**src/rtl/parity_link_pkg.sv**
```systemverilog
`default_nettype none
// ============================================================================
// Module   : parity_link_pkg
// Purpose  : Shared definitions for the serial odd-parity frame link, used by
//            both the transmitter and the serial parity checker.
//            - FSM state encoding (IDLE/DATA/PARITY, 2'b11 treated as IDLE)
//            - default frame width
//            - parity-mode constants
//            - counter-width helper
// Revision : 1.0 - initial release
// ============================================================================
package parity_link_pkg;

    typedef enum logic [1:0] {
        IDLE   = 2'b00,
        DATA   = 2'b01,
        PARITY = 2'b10
    } state_e;

    localparam int FRAME_DATA_W = 3;

    localparam int PAR_EVEN_GEN = 0;
    localparam int PAR_ODD_GEN  = 1;

    // Width of a counter that must reach w-1; never narrower than one bit.
    function automatic int cnt_width(input int w);
        return (w > 1) ? $clog2(w) : 1;
    endfunction

endpackage : parity_link_pkg
`default_nettype wire

```
**src/rtl/parity_shift_reg.sv**
```systemverilog
`default_nettype none
// ============================================================================
// Module   : parity_shift_reg
// Purpose  : Load/shift register feeding the serial transmitter.
//            On load, the first bit to send is returned on load_bit and the
//            register keeps the remaining DATA_W-1 bits; each shift moves the
//            next bit onto head. The transmitter's output flop therefore
//            always holds the bit on the line, and head is the bit to follow.
// Ports    : clk      - rising-edge clock
//            reset    - synchronous active-high reset (clears the register)
//            load     - capture din (takes priority over shift)
//            shift    - advance by one bit
//            din      - word to capture
//            load_bit - first bit of din in transmit order (combinational)
//            head     - next bit to be transmitted from the stored word
// Revision : 1.0 - initial release
// ============================================================================
module parity_shift_reg #(
    parameter int DATA_W    = 3,
    parameter int MSB_FIRST = 0
) (
    input  logic              clk,
    input  logic              reset,
    input  logic              load,
    input  logic              shift,
    input  logic [DATA_W-1:0] din,
    output logic              load_bit,
    output logic              head
);

    logic [DATA_W-1:0] r_q;
    logic [DATA_W-1:0] w_load_val;
    logic [DATA_W-1:0] w_shift_val;

    generate
        if (DATA_W == 1) begin : g_single
            // The single bit goes straight to the line; nothing remains.
            assign load_bit    = din[0];
            assign w_load_val  = '0;
            assign w_shift_val = '0;
            assign head        = r_q[0];
        end else if (MSB_FIRST != 0) begin : g_msb
            assign load_bit    = din[DATA_W-1];
            assign w_load_val  = {din[DATA_W-2:0], 1'b0};
            assign w_shift_val = {r_q[DATA_W-2:0], 1'b0};
            assign head        = r_q[DATA_W-1];
        end else begin : g_lsb
            assign load_bit    = din[0];
            assign w_load_val  = {1'b0, din[DATA_W-1:1]};
            assign w_shift_val = {1'b0, r_q[DATA_W-1:1]};
            assign head        = r_q[0];
        end
    endgenerate

    always_ff @(posedge clk) begin
        if (reset) begin
            r_q <= '0;
        end else if (load) begin
            r_q <= w_load_val;
        end else if (shift) begin
            r_q <= w_shift_val;
        end
    end

endmodule : parity_shift_reg
`default_nettype wire

```
**src/rtl/parity_serial_tx.sv**
```systemverilog
`default_nettype none
// ============================================================================
// Module   : parity_serial_tx
// Purpose  : Transmit end of the serial parity frame link. Accepts a word via
//            valid/ready, sends DATA_W data bits one per clock, then one
//            parity bit. Back-to-back frames stream with no idle gap.
// Ports    : clk      - rising-edge clock
//            reset    - synchronous active-high reset (aborts any frame)
//            in_data  - word to transmit
//            in_valid - in_data is valid
//            in_ready - block can accept a word this cycle (IDLE or PARITY)
//            tx_bit   - serial line (registered)
//            tx_valid - tx_bit carries a frame bit (registered)
//            tx_par   - tx_bit is the parity bit (registered)
//            busy     - frame in progress
// Revision : 1.0 - initial release
// ============================================================================
module parity_serial_tx
    import parity_link_pkg::*;
#(
    parameter int DATA_W    = FRAME_DATA_W,
    parameter int PAR_ODD   = PAR_EVEN_GEN,
    parameter int MSB_FIRST = 0
) (
    input  logic              clk,
    input  logic              reset,
    input  logic [DATA_W-1:0] in_data,
    input  logic              in_valid,
    output logic              in_ready,
    output logic              tx_bit,
    output logic              tx_valid,
    output logic              tx_par,
    output logic              busy
);

    localparam int                 c_CNT_W   = cnt_width(DATA_W);
    localparam logic [c_CNT_W-1:0] c_LAST    = c_CNT_W'(DATA_W - 1);
    localparam logic               c_PAR_INV = (PAR_ODD != PAR_EVEN_GEN);

    state_e             r_state;
    state_e             w_state_n;
    logic [c_CNT_W-1:0] r_cnt;
    logic [c_CNT_W-1:0] w_cnt_n;
    logic               r_parity;
    logic               r_tx_bit;
    logic               r_tx_valid;
    logic               r_tx_par;
    logic               w_tx_bit_n;
    logic               w_tx_valid_n;
    logic               w_tx_par_n;
    logic               w_xfer;
    logic               w_shift;
    logic               w_load_bit;
    logic               w_head;

    // Ready is a pure function of state; it never looks at in_valid.
    assign in_ready = (r_state != DATA);
    assign busy     = (r_state == DATA) || (r_state == PARITY);
    assign w_xfer   = in_valid && in_ready;

    assign tx_bit   = r_tx_bit;
    assign tx_valid = r_tx_valid;
    assign tx_par   = r_tx_par;

    parity_shift_reg #(
        .DATA_W    (DATA_W),
        .MSB_FIRST (MSB_FIRST)
    ) u_shift (
        .clk      (clk),
        .reset    (reset),
        .load     (w_xfer),
        .shift    (w_shift),
        .din      (in_data),
        .load_bit (w_load_bit),
        .head     (w_head)
    );

    always_ff @(posedge clk) begin
        if (reset) begin
            r_state    <= IDLE;
            r_cnt      <= '0;
            r_parity   <= 1'b0;
            r_tx_bit   <= 1'b0;
            r_tx_valid <= 1'b0;
            r_tx_par   <= 1'b0;
        end else begin
            r_state    <= w_state_n;
            r_cnt      <= w_cnt_n;
            r_tx_bit   <= w_tx_bit_n;
            r_tx_valid <= w_tx_valid_n;
            r_tx_par   <= w_tx_par_n;
            // Parity is taken from the whole word at load time, so it does
            // not depend on the shifting path at all.
            if (w_xfer) begin
                r_parity <= (^in_data) ^ c_PAR_INV;
            end
        end
    end

    always_comb begin
        w_state_n    = r_state;
        w_cnt_n      = r_cnt;
        w_shift      = 1'b0;
        w_tx_bit_n   = 1'b0;
        w_tx_valid_n = 1'b0;
        w_tx_par_n   = 1'b0;

        case (r_state)
            DATA: begin
                w_shift = 1'b1;
                if (r_cnt == c_LAST) begin
                    w_state_n = PARITY;
                end else begin
                    w_cnt_n = r_cnt + c_CNT_W'(1);
                end
            end
            PARITY: begin
                if (w_xfer) begin
                    w_state_n = DATA;
                    w_cnt_n   = '0;
                end else begin
                    w_state_n = IDLE;
                end
            end
            default: begin
                // IDLE, and the unused 2'b11 code which behaves as IDLE.
                if (w_xfer) begin
                    w_state_n = DATA;
                    w_cnt_n   = '0;
                end else begin
                    w_state_n = IDLE;
                end
            end
        endcase

        // Outputs are registered, so they are chosen from the state being
        // entered: a fresh word puts its first bit on the line immediately
        // after the accepting edge; otherwise the stored head bit follows.
        case (w_state_n)
            DATA: begin
                w_tx_valid_n = 1'b1;
                w_tx_bit_n   = w_xfer ? w_load_bit : w_head;
            end
            PARITY: begin
                w_tx_valid_n = 1'b1;
                w_tx_par_n   = 1'b1;
                w_tx_bit_n   = r_parity;
            end
            default: begin
                w_tx_valid_n = 1'b0;
            end
        endcase
    end

endmodule : parity_serial_tx
`default_nettype wire

```
**config.mk**
```make
export PLATFORM = sky130hd
export DESIGN_NAME = parity_serial_tx
export DESIGN_NICKNAME = d
export VERILOG_FILES = /design/src/rtl/parity_link_pkg.sv /design/src/rtl/parity_shift_reg.sv /design/src/rtl/parity_serial_tx.sv
export SDC_FILE = /design/constraint.sdc
export NUM_CORES = 1
export LEC_CHECK = 0
export CAP_MARGIN = 5
export CORE_AREA = 2 2 39 41
export DETAILED_ROUTE_END_ITERATION = 7
export DIE_AREA = 0 0 41 43
export PLACE_DENSITY = 0.71
export SLEW_MARGIN = 25
export SYNTH_ARGS = -nofsm -noshare
export SYNTH_HDL_FRONTEND = slang
export SYNTH_SLANG_ARGS = --single-unit
```
**constraint.sdc**
```tcl
create_clock -name clk -period 2.6 [get_ports clk]
set_clock_uncertainty 0.05 [all_clocks]
set_input_delay 0.39 -clock clk [delete_from_list [all_inputs] [get_ports clk]]
set_output_delay 0.39 -clock clk [all_outputs]
set_load 0.05 [all_outputs]
```
==> metrics.md <==
| Metric | Value |
|---|---|
| Status | completed |
| Post-CTS Setup Bufs | 0 |
| CP arrival | 1.72 ns |
| Drt wl/cell | 11.0 um |
| Final Cycle Share | 83.1% |
| Largest delay share family, worst path | buffers and inverters |
| Yosys warnings | 0 |
| Simple-Gate Fraction of Synth Area | 22.0% |
| Unrepaired setup endpoints after global routing | false |
| CTS tree | done |
| Hold WC Path Type | reg2reg |
| Crit path launch type | flip-flop |
| CP required | 2.16 ns |
| Io pins | 11 |
| Kind of critical path | reg2out |
| CTS Sinks | 10 |
| Max_cap viols | 0 |
| Post-synthesis compound-gate area fraction | 10.0% |
| Final net count | 78 |
| Area Overhead vs Synth | 26.3% |
| Post-layout util | 47.7% |
| Antenna Violating Nets Remaining | 0 |
| Slew HR | 66.8% |
| Mux share of post-synthesis cell area | 7.89% |
| Cell repeated most along the worst path | inv_1 |
| Fin Hold WS | 0.425 ns |
| Worst slack, placed | 0.534 ns |
| Wire length on met2 | 466 um |
| Post-DP HPWL | 697 um |
| Lkg Pwr | 0.289 nW |
| Detailed Routing Iterations Pass 1 | 2 |
| Clk buf depth | 2 |
| IO Port Bufs | 10 |
| CTS Hold Buffers Added | 0 |
| DR vias | 389 |
| Largest net degree at the start of global routing | 10 |
| Die area | 1760 um2 |
| Filler instances | 141 |
| Routability congestion estimate | 0.737 |
| Final setup viols | 0 |
| Rows | 14 |
| Combinational family with the most area after synthesis | simple AND/OR/NAND/NOR gates |
| Final WL | 892 um |
| Buf/Inv on CP | 3 |
| Crit-path cells | inv_1 > ha_1 > inv_1 > clkdlybuf4s50_1 |
| Post-synthesis adder-cell area fraction | 12.0% |
| Wire length on met3 | 41 um |
| DIE WIDTH | 41 um |
| M1 wire length | 368 um |
| H-tree depth | 1 |
| Starting Density | 37.8% |
| Yosys reg bits | 10 |
| Inst Count DP | 78 |
| Fin. Hold Viols | 0 |
| GRT Total Usage | 13.4% |
| Max incr delay on CP | 0.78 ns |
| DR top layer | met4 |
| Clk_lat worst skew | 0.26 ns |
| Post-route insts no fill | 81 |
| DIE HEIGHT | 43 um |
| Gates resized, CTS repair | 0 |
| Initial DRC count | 4 |
| DR vias/cell | 4.80 |
| Distinct cell type count after synthesis | 25 |
| Max Fclk | 463 MHz |
| Antenna violations before repair | 0 |
| Clock buffers created by TritonCTS | 3 |
| Least-Margin Pin Slew | 0.497 ns |
| Post-route DRC | 0 |
| Reg clk slew, reported paths | 0.06 ns |
| Setup TNS | 0 ns |
| Syn_nets | 64 |
| Synth Cell Area | 523 um2 |
| Max Slew Vio Count | 0 |
| CP max FO | 2 |
| Gr ovfl total | 0 |
| CTS Root Cell | clkbuf_4 |
| Sequential area share after synthesis | 38.3% |
| Final WS setup | 0.439 ns |
| N_diodes | 0 |
| Crit path time final | 2.16 ns |
| Share of cells above drive strength 1 | 13.8% |
| Critical Path End Type | primary output |
| Core Region | 1380 um2 |
| Syn Area/Cell | 9.87 um2 |
| Most frequent cells in the layout | clkdlybuf4s50_1 (10), dfxtp_1 (10), inv_1 (6) |
| Vias in the first global route | 387 |
| Worst vdd ir | 0.000318 V |
| Xor-xnor portion of the synthesized cell area | 4.55% |
| First-pass GRT wire length | 1500 um |
| PD cells | 502 nW/um2 |
| Crit-path slowest cell | clkdlybuf4s50_1 |
| Mapped Cells | 53 |
==> worst register-to-register path, cell delays in order (launching register included) <==
cell,delay (ns)
dfxtp_1,0.32
inv_1,0.05
ha_1,0.23
and2b_1,0.23
a21oi_2,0.19
inv_1,0.06
ha_1,0.21
nand4b_1,0.09
o211ai_1,0.09
and2_1,0.15
==> per-layer routing <==
| layer | vias to the layer above | GRT usage (%) |
|---|---|---|
| li1 | 199 | - |
| met1 | 181 | 12.3 |
| met2 | 7 | 21.3 |
| met3 | 2 | 9.42 |
| met4 | 0 | 6.00 |
| met5 | - | 0 |
==> metrics by stage <==
stage	cell area (um2)	power [mW]
floorplan	523	0.214
global placement	638	0.235
global route	661	0.353
finish	661	0.332
detailed placement	638	0.236
CTS	661	0.336
==> power by group <==
part	switching [mW]	internal, mW	leakage (nW)
logic	0.0362	0.0325	0.194
clock network	0.0465	0.0531	0.0138
registers	0.00357	0.160	0.0817
==> sequential cells by signal (all words and copies together) (netlist names) <==
register     cells
r_state          2
r_parity         1
u_shift.r_q      2
tx_bit           1
r_cnt            2
tx_par           1
tx_valid         1
==> synth_stat cells <==
library cell  count  area share [%]
nor2b_4           1             2.6
mux2_2            1             2.2
nand2b_1          1             1.2
and2b_1           2             2.9
dfxtp_1          10              38
o21ai_1           1            0.96
nand3_1           2             1.9
buf_2             1            0.96
a21oi_2           2             3.3
o21ai_0           1            0.96
or2b_1            1             1.4
xor3_1            1             4.5
o211ai_2          1             2.4
nor3_1            1            0.96
mux2i_1           3             5.7
nand2_1           2             1.4
inv_1             6             4.3
and2b_4           1             1.9
nand4b_1          1             1.7
and2_1            1             1.2
ha_1              5              12
a21oi_1           1            0.96
nor2b_1           1             1.2
nor2_1            5             3.6
o211ai_1          1             1.4
==> final cells by class <==
type	instances	area [um2]	share of cell area, %
clock buffers	3	22.5	3.41
inverters	6	22.5	3.41
multi-input cells	36	295	44.7
flip-flops and latches	10	200	30.3
well taps	16	20.0	3.03
repair buffers	10	100	15.2
==> kinds of logic (layout without fill, tap and decap cells) <==
logic type / count (synthesis) / after routing
AOI/OAI and AO/OA: 7 / 7
xor gates and xnor gates: 1 / 1
adders and majority gates: 5 / 5
buffers and inverters: 7 / 19
DFF: 10 / 10
muxes: 4 / 4
and+or+nand+nor: 19 / 19
==> path summary, 6_finish.rpt <==
kind,startpoint,endpoint,slack [ns],cells past startpoint
worst max-delay path,r_state[1],busy,0.44,4
worst min-delay path,r_cnt[1],r_cnt[1],0.43,2
worst max register to register,r_state[1],tx_bit,0.83,9
worst min register to register,r_cnt[1],r_cnt[1],0.43,2
(Power assumes the default switching activity.)
